File: config.mk
export PLATFORM = sky130hd
export DESIGN_NAME = message_screen
export DESIGN_NICKNAME = d
export VERILOG_FILES = /design/src/rtl/message_screen.sv
export SDC_FILE = /design/constraint.sdc
export NUM_CORES = 1
export LEC_CHECK = 0
export BUFFER_PORTS_ARGS = -buffer_cell sky130_fd_sc_hd__buf_2
export CAP_MARGIN = 0
export CORE_MARGIN = 2
export CORE_UTILIZATION = 50
export CTS_CLUSTER_DIAMETER = 80
export DETAILED_ROUTE_END_ITERATION = 10
export GPL_TIMING_DRIVEN = 0
export PLACE_DENSITY_LB_ADDON = 0.05
export SLEW_MARGIN = 10
export SYNTH_ARGS = -nofsm -noshare
export SYNTH_HDL_FRONTEND = slang
export SYNTH_SLANG_ARGS = --single-unit
export TNS_END_PERCENT = 100
File: constraint.sdc
create_clock -name clk -period 4.1 [get_ports clk]
set_input_delay 0.205 -clock clk [delete_from_list [all_inputs] [get_ports clk]]
set_output_delay 0.205 -clock clk [all_outputs]
set_load 0.02 [all_outputs]
File: src/rtl/message_screen.sv
// Full-screen 640x480@60 text overlay: scaled message with typewriter reveal over a background stream.
// Optional blink of the fully revealed message is enabled with `define MSG_BLINK_EN.
module message_screen #(
    parameter int          MSG_LEN       = 10,
    parameter int          COL           = 35,
    parameter int          ROW           = 9,
    parameter int          SCALE         = 1,
    parameter logic [7:0]  TEXT_RGB      = 8'b000_000_11,
    parameter int          REVEAL_FRAMES = 8,
    parameter int          BLINK_FRAMES  = 30
) (
    input  logic                 clk,
    input  logic                 rst,
    input  logic                 show,
    input  logic [8*MSG_LEN-1:0] msg,
    input  logic [7:0]           bg,
    input  logic [7:0]           font_data,
    output logic [11:0]          font_addr,
    output logic [9:0]           bg_x,
    output logic [9:0]           bg_y,
    output logic [2:0]           r,
    output logic [2:0]           g,
    output logic [1:0]           b,
    output logic                 hs,
    output logic                 vs,
    output logic                 frame_start,
    output logic                 revealed
);
    localparam int SH   = (SCALE == 2) ? 1 : 0;
    localparam int CV_W = $clog2(MSG_LEN + 1);
    localparam int RF_W = (REVEAL_FRAMES > 1) ? $clog2(REVEAL_FRAMES) : 1;

    typedef enum logic [1:0] {HIDDEN = 2'd0, REVEAL = 2'd1, SHOWN = 2'd2} state_t;

    logic [1:0]         r_div;
    logic [9:0]         r_hcount, r_vcount;
    logic               w_tick, w_fs;
    state_t             r_state, w_state_nxt;
    logic [CV_W-1:0]    r_cvis, w_cvis_nxt;
    logic [RF_W-1:0]    r_fcnt, w_fcnt_nxt;
    logic               w_text_on;
    logic signed [10:0] w_x, w_y, w_c, w_r;
    logic               w_active, w_in_row, w_txt;
    logic [3:0]         w_grow;
    logic [2:0]         w_gcol;
    logic [7:0]         w_code;
    logic               r_txt_p1, r_act_p1, r_hs_p1, r_vs_p1;
    logic [2:0]         r_gcol_p1;

    assign w_tick   = (r_div == 2'd3);
    assign w_fs     = w_tick && (r_hcount == 10'd0) && (r_vcount == 10'd0);
    assign revealed = (r_state == SHOWN);

    always_ff @(posedge clk or negedge rst) begin
        if (!rst) begin
            r_div       <= 2'd0;
            r_hcount    <= 10'd0;
            r_vcount    <= 10'd0;
            frame_start <= 1'b0;
        end else begin
            r_div       <= r_div + 2'd1;
            frame_start <= w_fs;
            if (w_tick) begin
                if (r_hcount == 10'd799) begin
                    r_hcount <= 10'd0;
                    r_vcount <= (r_vcount == 10'd520) ? 10'd0 : r_vcount + 10'd1;
                end else begin
                    r_hcount <= r_hcount + 10'd1;
                end
            end
        end
    end

    // Reveal state machine, evaluated once per frame
    always_ff @(posedge clk or negedge rst) begin
        if (!rst) begin
            r_state <= HIDDEN;
            r_cvis  <= '0;
            r_fcnt  <= '0;
        end else begin
            r_state <= w_state_nxt;
            r_cvis  <= w_cvis_nxt;
            r_fcnt  <= w_fcnt_nxt;
        end
    end

    always_comb begin
        w_state_nxt = r_state;
        w_cvis_nxt  = r_cvis;
        w_fcnt_nxt  = r_fcnt;
        if (w_fs) begin
            case (r_state)
                HIDDEN: begin
                    w_cvis_nxt = '0;
                    w_fcnt_nxt = '0;
                    if (show) begin
                        if (REVEAL_FRAMES == 0) begin
                            w_state_nxt = SHOWN;
                            w_cvis_nxt  = CV_W'(MSG_LEN);
                        end else begin
                            w_state_nxt = REVEAL;
                        end
                    end
                end
                REVEAL: begin
                    if (!show) begin
                        w_state_nxt = HIDDEN;
                        w_cvis_nxt  = '0;
                        w_fcnt_nxt  = '0;
                    end else if (r_fcnt == RF_W'(REVEAL_FRAMES - 1)) begin
                        w_fcnt_nxt = '0;
                        w_cvis_nxt = r_cvis + CV_W'(1);
                        if (r_cvis == CV_W'(MSG_LEN - 1))
                            w_state_nxt = SHOWN;
                    end else begin
                        w_fcnt_nxt = r_fcnt + RF_W'(1);
                    end
                end
                SHOWN: begin
                    if (!show) begin
                        w_state_nxt = HIDDEN;
                        w_cvis_nxt  = '0;
                        w_fcnt_nxt  = '0;
                    end
                end
                default: begin
                    w_state_nxt = HIDDEN;
                    w_cvis_nxt  = '0;
                    w_fcnt_nxt  = '0;
                end
            endcase
        end
    end

`ifdef MSG_BLINK_EN
    localparam int BF_W = (BLINK_FRAMES > 1) ? $clog2(BLINK_FRAMES) : 1;
    logic [BF_W-1:0] r_bcnt;
    logic            r_text_on;

    // Counter restarts on every frame that is not a continuation of SHOWN, so the first SHOWN frame is lit
    always_ff @(posedge clk or negedge rst) begin
        if (!rst) begin
            r_bcnt    <= '0;
            r_text_on <= 1'b1;
        end else if (w_fs) begin
            if (r_state == SHOWN && w_state_nxt == SHOWN) begin
                if (r_bcnt == BF_W'(BLINK_FRAMES - 1)) begin
                    r_bcnt    <= '0;
                    r_text_on <= ~r_text_on;
                end else begin
                    r_bcnt <= r_bcnt + BF_W'(1);
                end
            end else begin
                r_bcnt    <= '0;
                r_text_on <= 1'b1;
            end
        end
    end
    assign w_text_on = r_text_on;
`else
    assign w_text_on = 1'b1;
`endif

    // T0: cell geometry from the raw counters
    always_comb begin
        w_x      = $signed({1'b0, r_hcount}) - 11'sd144;
        w_y      = $signed({1'b0, r_vcount}) - 11'sd31;
        w_c      = (w_x >>> (3 + SH)) - 11'(COL);
        w_r      = (w_y >>> (4 + SH)) - 11'(ROW);
        w_grow   = w_y[3+SH:SH];
        w_gcol   = w_x[2+SH:SH];
        w_active = (r_hcount >= 10'd144) && (r_hcount <= 10'd783) &&
                   (r_vcount >= 10'd31)  && (r_vcount <= 10'd510);
        w_in_row = w_active && (w_r == 11'sd0) && (w_c >= 11'sd0) && (w_c < 11'(MSG_LEN));
        w_code   = 8'h00;
        for (int k = 0; k < MSG_LEN; k++) begin
            if (w_in_row && (w_c == 11'(k)))
                w_code = msg[8*(MSG_LEN-1-k) +: 8];
        end
        w_txt    = w_in_row && ($unsigned(w_c) < 11'(r_cvis)) && w_text_on && (w_code != 8'h00);
    end

    // T1: ROM addresses and delayed control
    always_ff @(posedge clk or negedge rst) begin
        if (!rst) begin
            font_addr <= 12'd0;
            bg_x      <= 10'd0;
            bg_y      <= 10'd0;
            r_txt_p1  <= 1'b0;
            r_act_p1  <= 1'b0;
            r_hs_p1   <= 1'b0;
            r_vs_p1   <= 1'b0;
        end else if (w_tick) begin
            font_addr <= {w_code, w_grow};
            bg_x      <= w_active ? w_x[9:0] : 10'd0;
            bg_y      <= w_active ? w_y[9:0] : 10'd0;
            r_txt_p1  <= w_txt;
            r_act_p1  <= w_active;
            r_hs_p1   <= (r_hcount >= 10'd96);
            r_vs_p1   <= (r_vcount >= 10'd2);
        end
    end

    always_ff @(posedge clk) begin
        if (w_tick)
            r_gcol_p1 <= w_gcol;
    end

    // T2: colour select, sync aligned with colour
    always_ff @(posedge clk or negedge rst) begin
        if (!rst) begin
            {r, g, b} <= 8'h00;
            hs        <= 1'b0;
            vs        <= 1'b0;
        end else if (w_tick) begin
            if (r_txt_p1 && font_data[3'd7 - r_gcol_p1])
                {r, g, b} <= TEXT_RGB;
            else if (r_act_p1)
                {r, g, b} <= bg;
            else
                {r, g, b} <= 8'h00;
            hs <= r_hs_p1;
            vs <= r_vs_p1;
        end
    end
endmodule

==> results of run 1 <==
## Yosys cell counts, drive strengths merged, types with 5 or more instances
cell     n
clkbuf  28
a31oi    6
a22oi    6
ha      24
o21ai   45
mux2    12
a221oi  13
o21a     6
nor2b    5
and3     6
nand3   19
inv     59
o31ai    7
a221o    6
nand2   69
nand2b   6
buf     12
nor4     6
xnor2    9
xor2     6
a21oi   21
nor2    42
nand4    5
o22ai   25
nor3     9
dfrtp   78
## worst max-delay path: stages (launching register included)
cell	delay [ns]
dfrtp_1	0.58
inv_1	0.25
ha_1	0.42
a21boi_1	0.19
xnor2_2	0.54
inv_2	0.13
o21ai_0	0.14
o2111ai_1	0.24
or4_4	0.56
a31oi_1	0.16
a2111oi_0	0.08
o32ai_1	0.28
## cell type report
type / instances / area, µm² / area share
multi-input cells: 413 / 2700 / 0.432
flip-flops and latches: 81 / 2040 / 0.327
repair buffers: 144 / 751 / 0.120
inverters: 59 / 221 / 0.0354
well taps: 133 / 166 / 0.0266
plain buffers: 40 / 164 / 0.0262
clock buffers: 10 / 149 / 0.0238
clock inverters: 6 / 53.8 / 0.00861
## worst min path at each step
| stage | slack, ns | depth (start not counted) | end | startpoint |
|---|---|---|---|---|
| after floorplan | -0.09 | 0 | b[0]$_DFFE_PN0P_ | rst |
| after global placement | 0.41 | 3 | g[1]$_DFFE_PN0P_ | bg[3] |
| after detailed placement | 0.17 | 1 | font_addr[7]$_DFFE_PN0P_ | rst |
| after CTS | 0.05 | 3 | r[2]$_DFFE_PN0P_ | bg[7] |
| after global routing | 0.06 | 3 | r[2]$_DFFE_PN0P_ | bg[7] |
| final | 0.06 | 3 | r[2]$_DFFE_PN0P_ | bg[7] |
## registers in the layout, summed over array words and instances (netlist names), 3 cells and up
| signal | flops |
|---|---|
| r_hcount | 10 |
| r_fcnt | 3 |
| r | 3 |
| font_addr | 12 |
| r_gcol_p1 | 3 |
| bg_y | 10 |
| bg_x | 10 |
| r_vcount | 10 |
| r_cvis | 4 |
| g | 3 |
## logic make-up after synthesis
family,Yosys count
mux,18
buf+inv,99
flops,81
compound gates,167
fa+ha+maj,24
simple gates,189
xor+xnor,15
## per-layer routing
layer | GRT usage | part of all wire | vias up
met5 | 0 | 0 | -
met4 | 0.0667 | 0.013 | 0
met3 | 0.0383 | 0.057 | 17
met2 | 0.421 | 0.46 | 161
met1 | 0.374 | 0.47 | 2423
li1 | - | - | 2433
## per-stage QoR
stage	std cells	worst slack, ns	hold slack, ns
after floorplan	593	1.17	-0.0906
after global placement	868	0.479	0.411
after detailed placement	869	0.459	0.168
after CTS	886	0.434	0.0524
after global routing	886	0.131	0.0561
final	886	0.416	0.0600
## power groups by stage
stage / clock network (µW) / registers (µW) / logic (µW)
3_5_place_dp: 0 / 820 / 91.5
5_1_grt: 636 / 805 / 102
2_1_floorplan: 0 / 820 / 21.2
6_report: 591 / 804 / 92.1
3_3_place_gp: 0 / 820 / 86.2
4_1_cts: 601 / 804 / 92.9
## what timing repair did
item,CTS,global route
hold buffers,1,0
resized for setup,0,0
hold endpoints to repair,28,0
setup buffers,0,0
==> results.cfg, run 1 <==
[yosys]
syn-num-nets = 716
async_reset_ff_frac = 0.963
synth-xor-area-share = 0.0285
ys_top_cells_by_area = dfrtp_1 38%, ha_1 5.9%, nand2_1 5.0%
synth.avg_cell_area_um2 = 8.65
syn_area_um2 = 5130
synth.area.mux_share = 0.0429
netlist.area_leader.share = 0.380
synth_top_family_by_area = compound AO/OA/AOI/OAI gates
ys_ff_latch = 81
synth_compound_area_frac = 0.217
yosys.area_share.simple = 0.180
synth_area_leader_cell = dfrtp_1
ys_types = 70
synth-main-ff-cell = dfrtp_1
yosys_warnings = 0
synthAdderAreaFrac = 0.0585
synth_edf_count = 3
synth_cells = 593
ys_seq_area_frac = 0.398

[sta]
worst_pin_slew_ns = 0.817
rsz0062_at_grt = no
fin_skew_ns = 0.0127
fmax_mhz = 271
setup_viol = 0
min_period_over_period = 0.899
fin_crit_ns = 3.68
slew_headroom = 0.451
timing.setup.tns_ns = 0
slew_violations = 0
finalHoldViolCount = 0

[clock_tree]
cts-root-buf = clkbuf_8
clock-sinks = 81
clock_latency_ns = 0.36
clkSlewWorstSetupHoldPaths_ns = 0.09
cts_tree = done
htreeDepth = 3
cts_buffers = 9
cts_max_path_buffers = 2

[global_routing]
grt_usage = 0.262
grt_pass1_wl_mm = 23.7
grt_pass1_vias = 4926
gr-total-overflow = 0
antenna_found_initial = 0
grt_max_degree = 51

[finish]
fillers = 881
fin_area_um2 = 6250
final_common_cell = buf_2
drive_gt1_frac = 0.255
layout_common_cells = 146 x buf_2, 78 x dfrtp_1, 69 x nand2_1
final_nets = 871
antenna_cells = 0
final_util = 0.634
area.growth.synth_to_final_pct = 21.8

[critical_path]
timing.rr.end = r_txt_p1$_DFFE_PN0P_
critPathCaptureType = register
cp-endpoint = r_txt_p1$_DFFE_PN0P_
path_class = reg2reg
cp_data_arrival_time_ns = 3.95
critPathLaunchType = register
reg2reg_slack_ns = 0.42
r2r_start = r_hcount[4]$_DFFE_PN0P_
startpoint = r_hcount[4]$_DFFE_PN0P_
worstPathRequired_ns = 4.36
reg2reg_depth = 11
critPathMaxFanout = 10

[placement]
hpwl_mm = 11.0
gp_congestion = 0.925
place_area_um2 = 6040
port_buffers = 142

[route]
antenna_left = 0
viasPerCell = 5.68
vias = 5034
dr.pass1.iters = 5
drt-total-wl_mm = 14.4
drcViolationCount = 0
drtIter0Drc = 341
routedWlPerCell_um = 16.3

[power_and_ir_drop]
pwr-share-comb = 0.062
p_clk_frac = 0.397
p_int_uw = 1120
p_sw_frac = 0.246
power_density_nw_per_um2 = 238
finalPower_uw = 1490
net-switching-power_uw = 367
p_seq_frac = 0.541
p_leak_uw = 0.00294
ir_drop_uv = 192

[floorplanning]
die_y_um = 105
io_pins = 143
dieArea_um2 = 11100
dieWidth_um = 105
start_util = 0.520
core_um2 = 9860
rows = 36

[run_status]
status = complete, no violations

[hold_path]
holdCritPathClass = in2reg

[flow_run]
drv_cap = 0
Note: power is estimated with default switching activity, not from simulation.
==> inputs of run 2 (changes only) <==
Settings changed: ABC_AREA set to 1.
==> run 2 against run 1 <==
Combinational power shrank 18%; sequential cell count unchanged; critical path depth rose by 11; first-iteration DRC count is 13% higher; highest routed layer unchanged; cell count increased by 24%; critical path type unchanged; largest cell class unchanged; total power fell by 4.3%; clock skew decreased by 0.0014 ns.
==> results.cfg, run 2 <==
[critical_path]
critPathMaxStageDelay_ns = 0.44
critPathLaunchType = register
reg2reg_slack_ns = 0.52
path_common_cell = nand2_1
path_cells = clkinvlp_4 -> ha_4 -> nand2_1 -> nand2_1 -> inv_1 -> nand2_1 -> nand2_1 -> nand2_1 -> inv_1 -> nand2_1 -> nor2_1 -> nand2_2 -> nor2_8 -> buf_6 -> nand4_2 -> clkbuf_1 -> o21ai_0 -> inv_1 -> a21boi_1 -> nand3_1 -> o21bai_1 -> nand2_1
critPathCaptureType = register
cp_top_family = simple AND/OR/NAND/NOR gates
crit_cells = 22
reg2reg_depth = 22
path_class = reg2reg
startpoint = r_hcount[4]$_DFFE_PN0P_
timing.rr.end = r_txt_p1$_DFFE_PN0P_
cp_data_arrival_time_ns = 3.84
r2r_start = r_hcount[4]$_DFFE_PN0P_
crit_buf_inv = 6
critPathMaxFanout = 10
crit_path_top_delay_cell = dfrtp_2
worstPathRequired_ns = 4.36
cp-endpoint = r_txt_p1$_DFFE_PN0P_

[floorplanning]
die_y_um = 109
dieArea_um2 = 12000
core_um2 = 10800
io_pins = 143
dieWidth_um = 109
start_util = 0.512
rows = 38

[global_routing]
grt_pass1_wl_mm = 24.9
antenna_found_initial = 0
met2_usage = 0.460
grt_use_met1 = 0.335
grt_usage = 0.265
use_met3 = 0.0462
grt.busiest_layer = met2
gr-total-overflow = 0
grt_pass1_vias = 5327
grt_max_degree = 43

[placement]
dp_slack_ns = 0.341
gp_congestion = 0.959
hpwl_mm = 12.1
port_buffers = 142

[flow_run]
drv_cap = 0

[finish]
layout_common_cells = 261 x nand2_1, 143 x buf_2, 114 x inv_1
drive_gt1_frac = 0.219
final_common_cell = nand2_1
largest_reg_flops = 12
area.growth.synth_to_final_pct = 20.2
fillers = 1013
max_flop_register = font_addr
final_nets = 1081
antenna_cells = 0

[yosys]
ys_seq_area_frac = 0.368
synth_most_common_cell = nand2_1
synth_edf_count = 3
syn_area_um2 = 5550
synth_cells = 802
ys_ff_latch = 81
synth_common_cells = 261 x nand2_1, 115 x inv_1, 78 x dfrtp_1, 69 x o21ai_0, 54 x nand3_1
syn-num-nets = 925
synth.avg_cell_area_um2 = 6.92
synth-main-ff-cell = dfrtp_1
ys_top_cells_by_area = dfrtp_1 35%, nand2_1 18%, inv_1 7.8%
synth_area_leader_cell = dfrtp_1
netlist.area_leader.share = 0.352
yosys_warnings = 0
ys_types = 44
async_reset_ff_frac = 0.963

[sta]
min_period_over_period = 0.873
finalHoldViolCount = 0
setup_viol = 0
rsz0062_at_grt = no
worst_pin_slew_ns = 0.733
fin_crit_ns = 3.58
fin_ws_ns = 0.521
slew_violations = 0
fin_skew_ns = 0.0113
timing.setup.tns_ns = 0
fmax_mhz = 279
slew_headroom = 0.509

[route]
drt-total-wl_mm = 15.6
routedWlPerCell_um = 14.1
antenna_left = 0
drtIter0Drc = 385
vias = 5781
drcViolationCount = 0
viasPerCell = 5.24
dr.pass1.iters = 5

[power_and_ir_drop]
p_leak_uw = 0.00386
power_density_nw_per_um2 = 213
ir_drop_uv = 226

[clock_tree]
clock-sinks = 81
cts_tree = done
cts_max_path_buffers = 2
htreeDepth = 3
cts-root-buf = clkbuf_8
clkSlewWorstSetupHoldPaths_ns = 0.09
clock_latency_ns = 0.37
cts_buffers = 9

[run_status]
status = complete, no violations

[hold_path]
holdCritPathClass = in2reg
## run 2: changes by cell type after synthesis, sizes merged, moves of 10 or more
cell,delta
nand2,+201
inv,+67
nand3,+41
o21ai,+29
clkbuf,-18
o22ai,-17
a221oi,-12
mux2,-12
nor2,+12
nand4,+10
## run 2: cell families (layout without fill, tap and decap cells)
logic type / count (synthesis) / after routing / synth area share
simple gates: 430 / 430 / 0.348
buf+inv: 147 / 308 / 0.107
compound gates: 115 / 115 / 0.115
flops: 81 / 81 / 0.368
fa+ha+maj: 24 / 24 / 0.0541
xor+xnor: 4 / 4 / 0.00632
mux: 1 / 1 / 0.00180
## run 2: layout make-up
cell class	instances	area [µm²]	area share
timing repair buffer	145	751	0.113
sequential	81	2040	0.306
clock inverter	7	53.8	0.00807
multi-input combinational	574	2930	0.439
buffer	19	111	0.0167
tap	140	175	0.0263
inverter	128	484	0.0726
clock buffer	9	124	0.0186
## run 2: worst reg2reg max path: stages (launching register included)
cell	delay [ns]
dfrtp_2	0.44
clkinvlp_4	0.22
ha_4	0.32
nand2_1	0.12
nand2_1	0.12
inv_1	0.09
nand2_1	0.05
nand2_1	0.06
nand2_1	0.05
inv_1	0.07
nand2_1	0.05
nor2_1	0.11
nand2_2	0.13
nor2_8	0.23
buf_6	0.17
nand4_2	0.17
clkbuf_1	0.24
o21ai_0	0.21
inv_1	0.06
a21boi_1	0.18
nand3_1	0.12
o21bai_1	0.19
nand2_1	0.08
## run 2: report_power, final
group          internal [µW]  switching, µW
registers                802          0.370
logic                   39.0           36.5
clock network            225            320
## run 2: worst min path at each step
stage                             startpoint                       to  slack [ns]  depth (start not counted)
after floorplan                          rst         b[0]$_DFFE_PN0P_       -0.09                          0
after detailed placement                 rst  r_vcount[7]$_DFFE_PN0P_        0.20                          1
final                                  bg[0]         b[0]$_DFFE_PN0P_        0.08                          3
after global routing                   bg[0]         b[0]$_DFFE_PN0P_        0.08                          3
after global placement    r_div[0]$_DFF_PN0_       r_div[0]$_DFF_PN0_        0.41                          1
after CTS                              bg[1]         b[1]$_DFFE_PN0P_        0.08                          3
## run 2: stage by stage
step	util	cells	power, µW	hold slack, ns	cell area, µm²
5_1_grt	0.615	1103	1470	0.0807	6670
4_1_cts	0.613	1102	1430	0.0767	6640
3_5_place_dp	0.595	1085	893	0.199	6450
2_1_floorplan	-	802	827	-0.0906	5550
6_report	0.615	1103	1420	0.0794	6670
3_3_place_gp	0.593	1084	889	0.413	6430
## run 2: repair_timing
item                                    CTS  global route
hold buffers                              1             0
endpoints found under the setup margin    0             3
resized for setup                         0             3
setup buffers                             0             1
endpoints found under the hold margin    36             0
## run 2: routing by layer
layer	wire [µm]	part of all wire
met1	6650	0.43
met5	0	0
met2	7540	0.48
met3	1080	0.069
met4	287	0.018
==> inputs of run 3 (changes only) <==
Settings changed: CTS_BUF_LIST set to sky130_fd_sc_hd__clkbuf_8, PLACE_DENSITY set to 0.76, PLACE_DENSITY_LB_ADDON 0.05 to unset.
==> run 3 against run 2 <==
Utilization increased by 0.092 points; via count shrank 3.4%; die area did not move; worst setup slack worse by 0.075 ns; total power grew 5.7%; clock-buffer cell count is 1 higher; final area is 0.15% higher; critical path type unchanged; critical endpoint unchanged; highest routed layer unchanged.
==> results.cfg, run 3 (same netlist as run 2, synthesis figures left out) <==
[run_status]
status = complete, no violations

[finish]
drive_gt1_frac = 0.217
antenna_cells = 0
area.growth.synth_to_final_pct = 20.4
max_flop_register = font_addr
layout_common_cells = 261 x nand2_1, 143 x buf_2, 115 x inv_1
final_common_cell = nand2_1
fin_area_um2 = 6680
fin_cells = 1102
final_nets = 1080
largest_reg_flops = 12

[sta]
rsz0062_at_grt = no
fin_skew_ns = 0.0126
setup_viol = 0
fin_ws_ns = 0.446
slew_headroom = 0.454
timing.setup.tns_ns = 0
slew_violations = 0
finalHoldViolCount = 0
fmax_mhz = 274
fin_crit_ns = 3.65
min_period_over_period = 0.891
worst_pin_slew_ns = 0.816

[clock_tree]
cts_tree = done
clock-sinks = 81
clkSlewWorstSetupHoldPaths_ns = 0.10
post_cts_buffers = 0
clock_latency_ns = 0.36
cts_buffers = 9
htreeDepth = 3
cts_max_path_buffers = 2
cts-root-buf = clkbuf_8

[route]
drcViolationCount = 0
antenna_left = 0
drt-total-wl_mm = 14.7
viasPerCell = 5.07
routedWlPerCell_um = 13.3
vias = 5587
dr.pass1.iters = 5
drtIter0Drc = 399

[global_routing]
grt_max_degree = 41
grt_usage = 0.250
antenna_found_initial = 0
grt_pass1_vias = 5144
gr-total-overflow = 0
grt_pass1_wl_mm = 23.6

[placement]
placed_cells = 1085
dp_slack_ns = 0.403
gp_congestion = 0.918
place_area_um2 = 6450
hpwl_mm = 11.2
port_buffers = 142

[hold_path]
holdCritPathClass = in2reg

[flow_run]
drv_cap = 0

[floorplanning]
dieWidth_um = 109
core_um2 = 10800
dieArea_um2 = 12000
die_y_um = 109
start_util = 0.512
rows = 38
io_pins = 143

[power_and_ir_drop]
p_int_uw = 1150
net-switching-power_uw = 356
p_seq_frac = 0.534
ir_drop_uv = 211
pwr-share-comb = 0.050
p_sw_frac = 0.237
power_density_nw_per_um2 = 225
p_clk_frac = 0.416
p_leak_uw = 0.00387

[critical_path]
cp_data_arrival_time_ns = 3.91
critPathCaptureType = register
path_class = reg2reg
worstPathRequired_ns = 4.35
critPathMaxFanout = 10
critPathLaunchType = register
-- run 3: per-stage QoR --
stage                util  power (µW)  hold slack (ns)
detailed placement  0.595         893            0.210
global route        0.616        1560           0.0950
CTS                 0.616        1520           0.0901
finish              0.616        1500           0.0978
global placement    0.593         891            0.417
floorplan               -         827          -0.0906
-- run 3: power by group through the flow --
| stage | clock network [µW] | logic [µW] | registers (µW) |
|---|---|---|---|
| final | 626 | 75.0 | 802 |
| after global routing | 670 | 84.3 | 803 |
| after CTS | 638 | 75.9 | 802 |
| after detailed placement | 0 | 74.5 | 819 |
| after global placement | 0 | 72.2 | 819 |
| after floorplan | 0 | 7.96 | 819 |
-- run 3: routing by layer --
layer | share of wire | global-route usage
met1 | 0.46 | 0.330
met2 | 0.47 | 0.431
met4 | 0.011 | 0.0597
met3 | 0.063 | 0.0421
met5 | 0 | 0
-- run 3: worst max-delay path: stages (launching register included) --
cell      delay (ns)
dfrtp_2         0.49
inv_1           0.27
ha_1            0.33
nand2_1         0.12
nand2_1         0.13
inv_1           0.10
nand2_1         0.05
nand2_1         0.07
nand2_1         0.05
inv_1           0.05
nand2_1         0.04
nor2_1          0.11
nand2_2         0.11
nor2_8          0.22
buf_6           0.17
nand4_2         0.17
clkbuf_1        0.25
o21ai_0         0.18
inv_1           0.05
a21boi_1        0.21
nand3_1         0.14
o21bai_1        0.16
nand2_1         0.07
-- run 3: worst paths after layout --
kind | slack (ns) | to | cells after the start | from
worst max-delay path | 0.45 | r_txt_p1$_DFFE_PN0P_ | 22 | r_hcount[4]$_DFFE_PN0P_
worst min-delay path | 0.1 | g[0]$_DFFE_PN0P_ | 3 | bg[2]
worst max register to register | 0.45 | r_txt_p1$_DFFE_PN0P_ | 22 | r_hcount[4]$_DFFE_PN0P_
worst min register to register | 0.44 | r_div[0]$_DFF_PN0_ | 1 | r_div[0]$_DFF_PN0_
max in group asynchronous | 3.17 | r_fcnt[0]$_DFFE_PN0P_ | 3 | rst
min in group asynchronous | 0.34 | r_act_p1$_DFFE_PN0P_ | 2 | rst
-- run 3: repair_timing --
action,4_1_cts,5_1_grt
endpoints found under the hold margin,38,0
hold buffers,1,0
endpoints found under the setup margin,0,1
resized for setup,0,1
-- run 3: final cells by class --
class	count	area, µm²
Timing Repair Buffer	144	743
Multi-Input combinational cell	574	2910
Sequential cell	81	2040
Tap cell	140	175
Buffer	19	111
Clock inverter	6	73.8
Fill cell	990	4160
Inverter	128	480
Clock buffer	10	138
